[config.mk]
export PLATFORM = sky130hd
export DESIGN_NAME = register_shift_reader
export DESIGN_NICKNAME = d
export VERILOG_FILES = /design/src/rtl/register_shift_reader.sv
export SDC_FILE = /design/constraint.sdc
export NUM_CORES = 1
export LEC_CHECK = 0
export CAP_MARGIN = 0
export CORE_ASPECT_RATIO = 0.75
export CORE_MARGIN = 2
export CORE_UTILIZATION = 30
export CTS_CLUSTER_SIZE = 28
export DETAILED_ROUTE_END_ITERATION = 8
export SLEW_MARGIN = 20
export SYNTH_ARGS = -nofsm -noshare
export SYNTH_HDL_FRONTEND = slang
export SYNTH_SLANG_ARGS = --single-unit
[constraint.sdc]
create_clock -name clock -period 2.2 [get_ports clock]
set_input_delay 0.44 -clock clock [delete_from_list [all_inputs] [get_ports clock]]
set_output_delay 0.44 -clock clock [all_outputs]
set_load 0.1 [all_outputs]
[src/rtl/register_shift_reader.sv]
// register_shift_reader
// Unload side of the 16-bit register datapath. Captures a parallel word on
// start and streams it MSB first over a valid/ready serial handshake.
//
// Ports:
//   clock      rising-edge clock
//   reset      synchronous, active-high reset
//   start      capture data_in and begin streaming (sampled only in IDLE)
//   data_in    parallel word to unload
//   idle       high in IDLE, able to accept start
//   ser_out    current serial bit, meaningful while ser_valid=1
//   ser_valid  ser_out holds a valid beat
//   ser_ready  consumer accepts the current beat when ser_valid & ser_ready
//   ser_last   final beat of the word
//   done       one-cycle pulse after the final beat is accepted
//
// Build option: define REG_READER_PARITY_EN to append an even-parity beat
// (XOR of the captured word) after bit 0; ser_last then moves to that beat.
module register_shift_reader #(
  parameter int unsigned WIDTH = 16,
  parameter int unsigned CNT_W = 5
) (
  input  logic             clock,
  input  logic             reset,
  input  logic             start,
  input  logic [WIDTH-1:0] data_in,
  output logic             idle,
  output logic             ser_out,
  output logic             ser_valid,
  input  logic             ser_ready,
  output logic             ser_last,
  output logic             done
);

  localparam logic [1:0] ST_IDLE   = 2'd0;
  localparam logic [1:0] ST_SHIFT  = 2'd1;
  localparam logic [1:0] ST_DONE   = 2'd2;
`ifdef REG_READER_PARITY_EN
  localparam logic [1:0] ST_PARITY = 2'd3;
`endif

  localparam logic [CNT_W-1:0] LAST_CNT = CNT_W'(WIDTH - 1);

  logic [1:0]       state,  state_n;
  logic [WIDTH-1:0] shreg,  shreg_n;
  logic [CNT_W-1:0] cnt,    cnt_n;
`ifdef REG_READER_PARITY_EN
  logic             par_q,  par_n;
`endif

  logic idle_n, ser_out_n, ser_valid_n, ser_last_n, done_n;
  logic beat_ok;

  // State, datapath and registered outputs
  always_ff @(posedge clock) begin
    if (reset) begin
      state     <= ST_IDLE;
      shreg     <= '0;
      cnt       <= '0;
`ifdef REG_READER_PARITY_EN
      par_q     <= 1'b0;
`endif
      idle      <= 1'b1;
      ser_out   <= 1'b0;
      ser_valid <= 1'b0;
      ser_last  <= 1'b0;
      done      <= 1'b0;
    end else begin
      state     <= state_n;
      shreg     <= shreg_n;
      cnt       <= cnt_n;
`ifdef REG_READER_PARITY_EN
      par_q     <= par_n;
`endif
      idle      <= idle_n;
      ser_out   <= ser_out_n;
      ser_valid <= ser_valid_n;
      ser_last  <= ser_last_n;
      done      <= done_n;
    end
  end

  // Next-state, datapath update and next output values
  always_comb begin
    state_n = state;
    shreg_n = shreg;
    cnt_n   = cnt;
`ifdef REG_READER_PARITY_EN
    par_n   = par_q;
`endif
    beat_ok = ser_valid & ser_ready;

    case (state)
      ST_IDLE: begin
        if (start) begin
          shreg_n = data_in;
          cnt_n   = '0;
`ifdef REG_READER_PARITY_EN
          par_n   = ^data_in;
`endif
          state_n = ST_SHIFT;
        end
      end
      ST_SHIFT: begin
        if (beat_ok) begin
          shreg_n = {shreg[WIDTH-2:0], 1'b0};
          cnt_n   = cnt + CNT_W'(1);
          if (cnt == LAST_CNT) begin
`ifdef REG_READER_PARITY_EN
            state_n = ST_PARITY;
`else
            state_n = ST_DONE;
`endif
          end
        end
      end
`ifdef REG_READER_PARITY_EN
      ST_PARITY: begin
        if (beat_ok) state_n = ST_DONE;
      end
`endif
      ST_DONE: state_n = ST_IDLE;
      default: state_n = ST_IDLE;
    endcase

    // Outputs are registered copies of what the next state will present,
    // so they line up with the state flops without a decode stage.
    idle_n      = (state_n == ST_IDLE);
    done_n      = (state_n == ST_DONE);
`ifdef REG_READER_PARITY_EN
    ser_valid_n = (state_n == ST_SHIFT) || (state_n == ST_PARITY);
    ser_last_n  = (state_n == ST_PARITY);
    if (state_n == ST_SHIFT)       ser_out_n = shreg_n[WIDTH-1];
    else if (state_n == ST_PARITY) ser_out_n = par_n;
    else                           ser_out_n = 1'b0;
`else
    ser_valid_n = (state_n == ST_SHIFT);
    ser_last_n  = (state_n == ST_SHIFT) && (cnt_n == LAST_CNT);
    ser_out_n   = (state_n == ST_SHIFT) ? shreg_n[WIDTH-1] : 1'b0;
`endif
  end

endmodule

# Word-level counts from Yosys, hierarchy flattened
# Cells that the tools add are included.
# totals
reg_bits	28
output_inout_bits	5
elab_cells	35
# op_classes
add_sub_neg	1
n_eq_ne	7
muxes	10
bitwise_logic	2
reduce_logical	6
# ops
cell	count
16-bit two-way mux	2
16-bit case mux with 2 select lines	1
5-bit by 4-bit == test with 1-bit output (second input constant)	2
5-bit two-way mux	2
5-bit case mux with 2 select lines	1
2-bit two-way mux	3
5-bit by 1-bit adder with 5-bit output (second input constant)	1
2-bit by 1-bit == test with 1-bit output (second input constant)	2
2-bit zero test	2
2-bit != test (second input constant)	2
2-bit case mux with 2 select lines	1
3-bit AND reduction	1
2-bit == test (second input constant)	1
2-bit nonzero test	1
2-bit OR reduction	1
1-bit AND	1
1-bit logical AND	1
1-bit inverter	1

# Longest topological paths before layout
# logic_depth
word_depth	7
mapped_depth	7
ltp_nobuf	7

# Worst setup path before layout
# OpenSTA, ideal clock, no wires.
# synth_timing
path_type	register to register
start	register ser_valid
end	register shreg[6]
arrival_time_ns	1.913
required_ns	2.072
path_slack_ns	0.159
path_stages_with_launch	7
n_path_buf	2
period_less_slack_ns	2.041
cell_sequence	dfxtp_1 > nand3_2 > a21o_1 > buf_6 > buf_8 > a222oi_1 > nor2_1
# synth_via
elab_chain_len	3
# synth_rtl
item	line_no	source
start, declared	29	output logic ser_valid,
start signal, assigned	77	ser_valid <= ser_valid_n;
1-bit AND	91	beat_ok = ser_valid & ser_ready;
2-bit != test (no source line)	n/a	
3-bit AND reduction (no source line)	n/a	
end signal, assigned	70	shreg <= shreg_n;
end, declared	45	logic [WIDTH-1:0] shreg, shreg_n;
# Every way passes these cells.
# A chain may end at the register's enable or synchronous reset.

# Worst setup path in the final report
# layout_timing
start	register cnt[0]
end	register ser_last
# layout_via
elab_chain_len	6
word_cells_on_any_way	11
cone_classes	add/sub (1); eq/ne (3); mux (6); reduce/logical (1)
# layout_rtl
item	line_no	source
start, declared	46	logic [CNT_W-1:0] cnt, cnt_n;
start signal, assigned	71	cnt <= cnt_n;
branches (longest 5 deep; another with 5-bit by 1-bit adder with 5-bit output)	n/a	
1-bit logical AND (*)	138	ser_last_n = (state_n == ST_SHIFT) && (cnt_n == LAST_CNT);
end signal, assigned	78	ser_last <= ser_last_n;
end, declared	31	output logic ser_last,
# Mark *: on every way between the ends.

==> run_results.csv <==
group,metric,value,unit
logic_synthesis,synth.avg_cell_area,10.1,µm²
critical_path,cp_slowest_cell,"dfxtp_1",
finish,fillers,379,
sta,tns,0,ns
sta,slew_headroom,75.6,%
logic_synthesis,netlist_area,0.00111,mm²
critical_path,cpPeakStageDelay,0.37,ns
placed_design,placedCellCount,184,
floorplanning,start_util,30.8,%
critical_path,rr_worst_depth,7,
drt,drtAntennaViolNets,0,
logic_synthesis,yosysSeqAreaShare,50.4,%
drt,routed_wl,2260,µm
critical_path,path_max_fanout,6,
logic_synthesis,synthAdderAreaFrac,2.25,%
clocking,clkSlewWorstSetupHoldPaths,0.09,ns
power,p_per_area,689,mW/mm²
power,p_leak,0.537,nW
logic_synthesis,yosys_warnings,0,
critical_path,start_kind,"register",
logic_synthesis,synth_cells,110,
critical_path,cp.required,2.38,ns
finish,fin_nets,159,
finish,final_area,0.00145,mm²
sta,clock_skew,0.00168,ns
placed_design,dp_hpwl,1650,µm
floorplanning,core.rowCount,19,
sta,fin_crit_sh,87.3,%
drt,route.detailed.drc,0,
power,power,0.999,mW
logic_synthesis,synth-xor-area-share,0.787,%
logic_synthesis,ys_ff_latch,28,
finish,syn_to_final_growth,30.4,%
clocking,cts.htree.levels,1,
finish,final_cell_mix,"dfxtp_1, nor2_1, clkdlybuf4s50_1",
power,switching_power,0.241,mW
drt,wl_per_cell,12.0,µm
sta,grt_setup_unrepaired,"no",
logic_synthesis,syn_nets,132,
worst_hold_path,holdPathEnd,"shreg[13]$_SDFFE_PP0P_",
worst_hold_path,worst_hold_path_type,"reg2reg",
sta,slew_violations,0,
critical_path,cp_cell_sequence,"ha_1 > and3_1 > ha_1 > and4_2 > nor4_1 > nand2_1 > a2111oi_2",
global_routing,overflow,0,
logic_synthesis,synth.area.mux_share,0.900,%
logic_synthesis,yosysUniqueCellTypes,33,
clocking,root_buffer,"clkbuf_8",
critical_path,cp_num_buf_inv,0,
clocking,cts_sinks,28,
placed_design,placed_area,0.00140,mm²
drt,viasPerCell,5.00,
global_routing,antenna_found_initial,0,
logic_synthesis,synth_top_area_share,50.4,%
placed_design,gp_congestion,0.803,
power,p_seq_share,54.3,%
clocking,postCtsSetupBuffers,0,
finish,register_area,561,µm²
critical_path,r2r_end,"ser_last$_SDFF_PP0_",
sta,setup_viol,0,
critical_path,criticalPathCategory,"reg2reg",
logic_synthesis,yosysTopAreaCell,"dfxtp_1",
logic_synthesis,synth_area_leaders,"dfxtp_1, a222oi_1, nor2_1",
logic_synthesis,synthSimpleGateAreaFrac,20.5,%
clocking,clk_latency,0.27,ns
critical_path,critPathMostFrequentCell,"ha_1",
power,combPwrFrac,14.4,%
critical_path,worstReg2RegStart,"cnt[0]$_SDFF_PP0_",
finish,final_common_cell,"dfxtp_1",
worst_hold_path,min_path_cells,2,
clocking,ctsLongestPathBuffers,2,
global_routing,grt_max_degree,20,
critical_path,cp.arrival,2.10,ns
power,swShare,24.1,%
global_routing,grt.total_usage,12.0,%
sta,max_freq,520,MHz
floorplanning,coreArea,0.00361,mm²
global_routing,grt_pass1_vias,868,
sta,finalHoldViolations,0,
clocking,cts_resized,0,
finish,multi_input_area,489,µm²
clocking,cts_tree,"done",
clocking,cts_buffers,3,
logic_synthesis,synth_top_family_by_area,"simple AND/OR/NAND/NOR gates",
power,intPower,0.758,mW
critical_path,cp-end-kind,"register",
floorplanning,dieArea,0.00422,mm²
sta,post-route-min-period,1.92,ns
drt,vias,940,
global_routing,grt_pass1_wl,3910,µm
clocking,holdBufCountCts,0,
logic_synthesis,synth_compound_area_share,19.6,%
job,drv_cap,0,
finish,antennaDiodeCount,0,
floorplanning,top_level_ports,25,
sta,tightest_slew,0.366,ns
placed_design,portBuffers,24,
power,clockPowerShare,31.3,%
drt,dr.pass1.iters,5,
finish,layout.cells.non_filler,188,
critical_path,startpoint,"cnt[0]$_SDFF_PP0_",
floorplanning,die_w,74.3,µm
floorplanning,die_h,56.7,µm
status,status,"finished, final reports clean",
critical_path,critPathTopFamily,"simple AND/OR/NAND/NOR gates",
critical_path,worst-r2r-setup-slack,0.28,ns
finish,drive_above_1_share,14.7,%
drt,drtIter0Drc,92,
worst_hold_path,hold_path_startpoint,"shreg[12]$_SDFFE_PP0P_",
power,ir_worst_vdd,0.000302,V
==> final cells by class <==
class                           count  share of cell area [%]
Timing Repair Buffer               30                    18.8
Multi-Input combinational cell     72                    33.7
Tap cell                           52                    4.49
Clock buffer                        4                    3.80
Sequential cell                    28                    38.7
Inverter                            2                   0.518
==> kinds of logic (layout without fill, tap and decap cells) <==
group | count (synthesis) | after routing
compound gates | 25 | 25
xor+xnor | 1 | 1
fa+ha+maj | 2 | 2
buf+inv | 10 | 36
flops | 28 | 28
mux | 1 | 1
simple gates | 43 | 43
==> per-stage QoR <==
stage               hold WS, ns  utilization [%]  setup WS [ns]
global route              0.541             40.1         0.0870
floorplan                 0.455                -          0.159
CTS                       0.512             40.1          0.260
detailed placement        0.489             38.6          0.206
finish                    0.507             40.1          0.278
global placement          0.474             38.6          0.226
==> worst reg2reg max path, stage by stage (launching register included) <==
cell and delay, ns:
dfxtp_1 0.37, ha_1 0.26, and3_1 0.20, ha_1 0.19, and4_2 0.26, nor4_1 0.25
nand2_1 0.11, a2111oi_2 0.21
==> registers in the layout, indices dropped and copies added (netlist names) <==
signal	cells
shreg	16
cnt	5
state	2
done	1
idle	1
ser_last	1
ser_out	1
ser_valid	1
==> how the worst max path moves through the flow <==
stage	end	slack (ns)	depth (start not counted)
3_5_place_dp	shreg[3]$_SDFFE_PP0P_	0.21	6
2_1_floorplan	shreg[6]$_SDFFE_PP0P_	0.16	6
4_1_cts	ser_last$_SDFF_PP0_	0.26	7
5_1_grt	ser_last$_SDFF_PP0_	0.09	7
3_3_place_gp	shreg[7]$_SDFFE_PP0P_	0.23	6
6_report	ser_last$_SDFF_PP0_	0.28	7
==> synth_stat cells <==
| master | count |
|---|---|
| a2111oi_2 | 1 |
| a21o_1 | 1 |
| a21oi_1 | 5 |
| a222oi_1 | 15 |
| a22oi_1 | 1 |
| a31oi_1 | 2 |
| and2_1 | 1 |
| and3_1 | 1 |
| and4_2 | 1 |
| and4b_2 | 1 |
| buf_1 | 1 |
| buf_2 | 2 |
| buf_4 | 1 |
| buf_6 | 1 |
| buf_8 | 1 |
| clkbuf_1 | 2 |
| dfxtp_1 | 28 |
| ha_1 | 2 |
| inv_1 | 2 |
| mux2i_1 | 1 |
| nand2_1 | 2 |
| nand2b_1 | 1 |
| nand3_2 | 1 |
| nand3b_1 | 1 |
| nand4_1 | 1 |
| nand4b_1 | 1 |
| nor2_1 | 23 |
| nor3_1 | 3 |
| nor3b_1 | 2 |
| nor3b_2 | 1 |
| nor4_1 | 2 |
| or3_1 | 1 |
| xnor2_1 | 1 |
==> power by group through the flow <==
stage	Combinational, mW	Clock [mW]	Sequential [mW]
after floorplan	0.0668	0	0.576
after global placement	0.142	0	0.554
after detailed placement	0.145	0	0.555
after CTS	0.145	0.326	0.543
after global routing	0.157	0.349	0.546
final	0.144	0.312	0.543
==> metal layers <==
metal | track usage (%) | vias to the layer above | wire [µm]
met5 | 0 | - | 0
li1 | - | 473 | -
met4 | 3.06 | 0 | 31
met2 | 18.4 | 31 | 989
met3 | 4.31 | 4 | 185
met1 | 16.1 | 432 | 1050
Power figures use the tool's default switching activity.
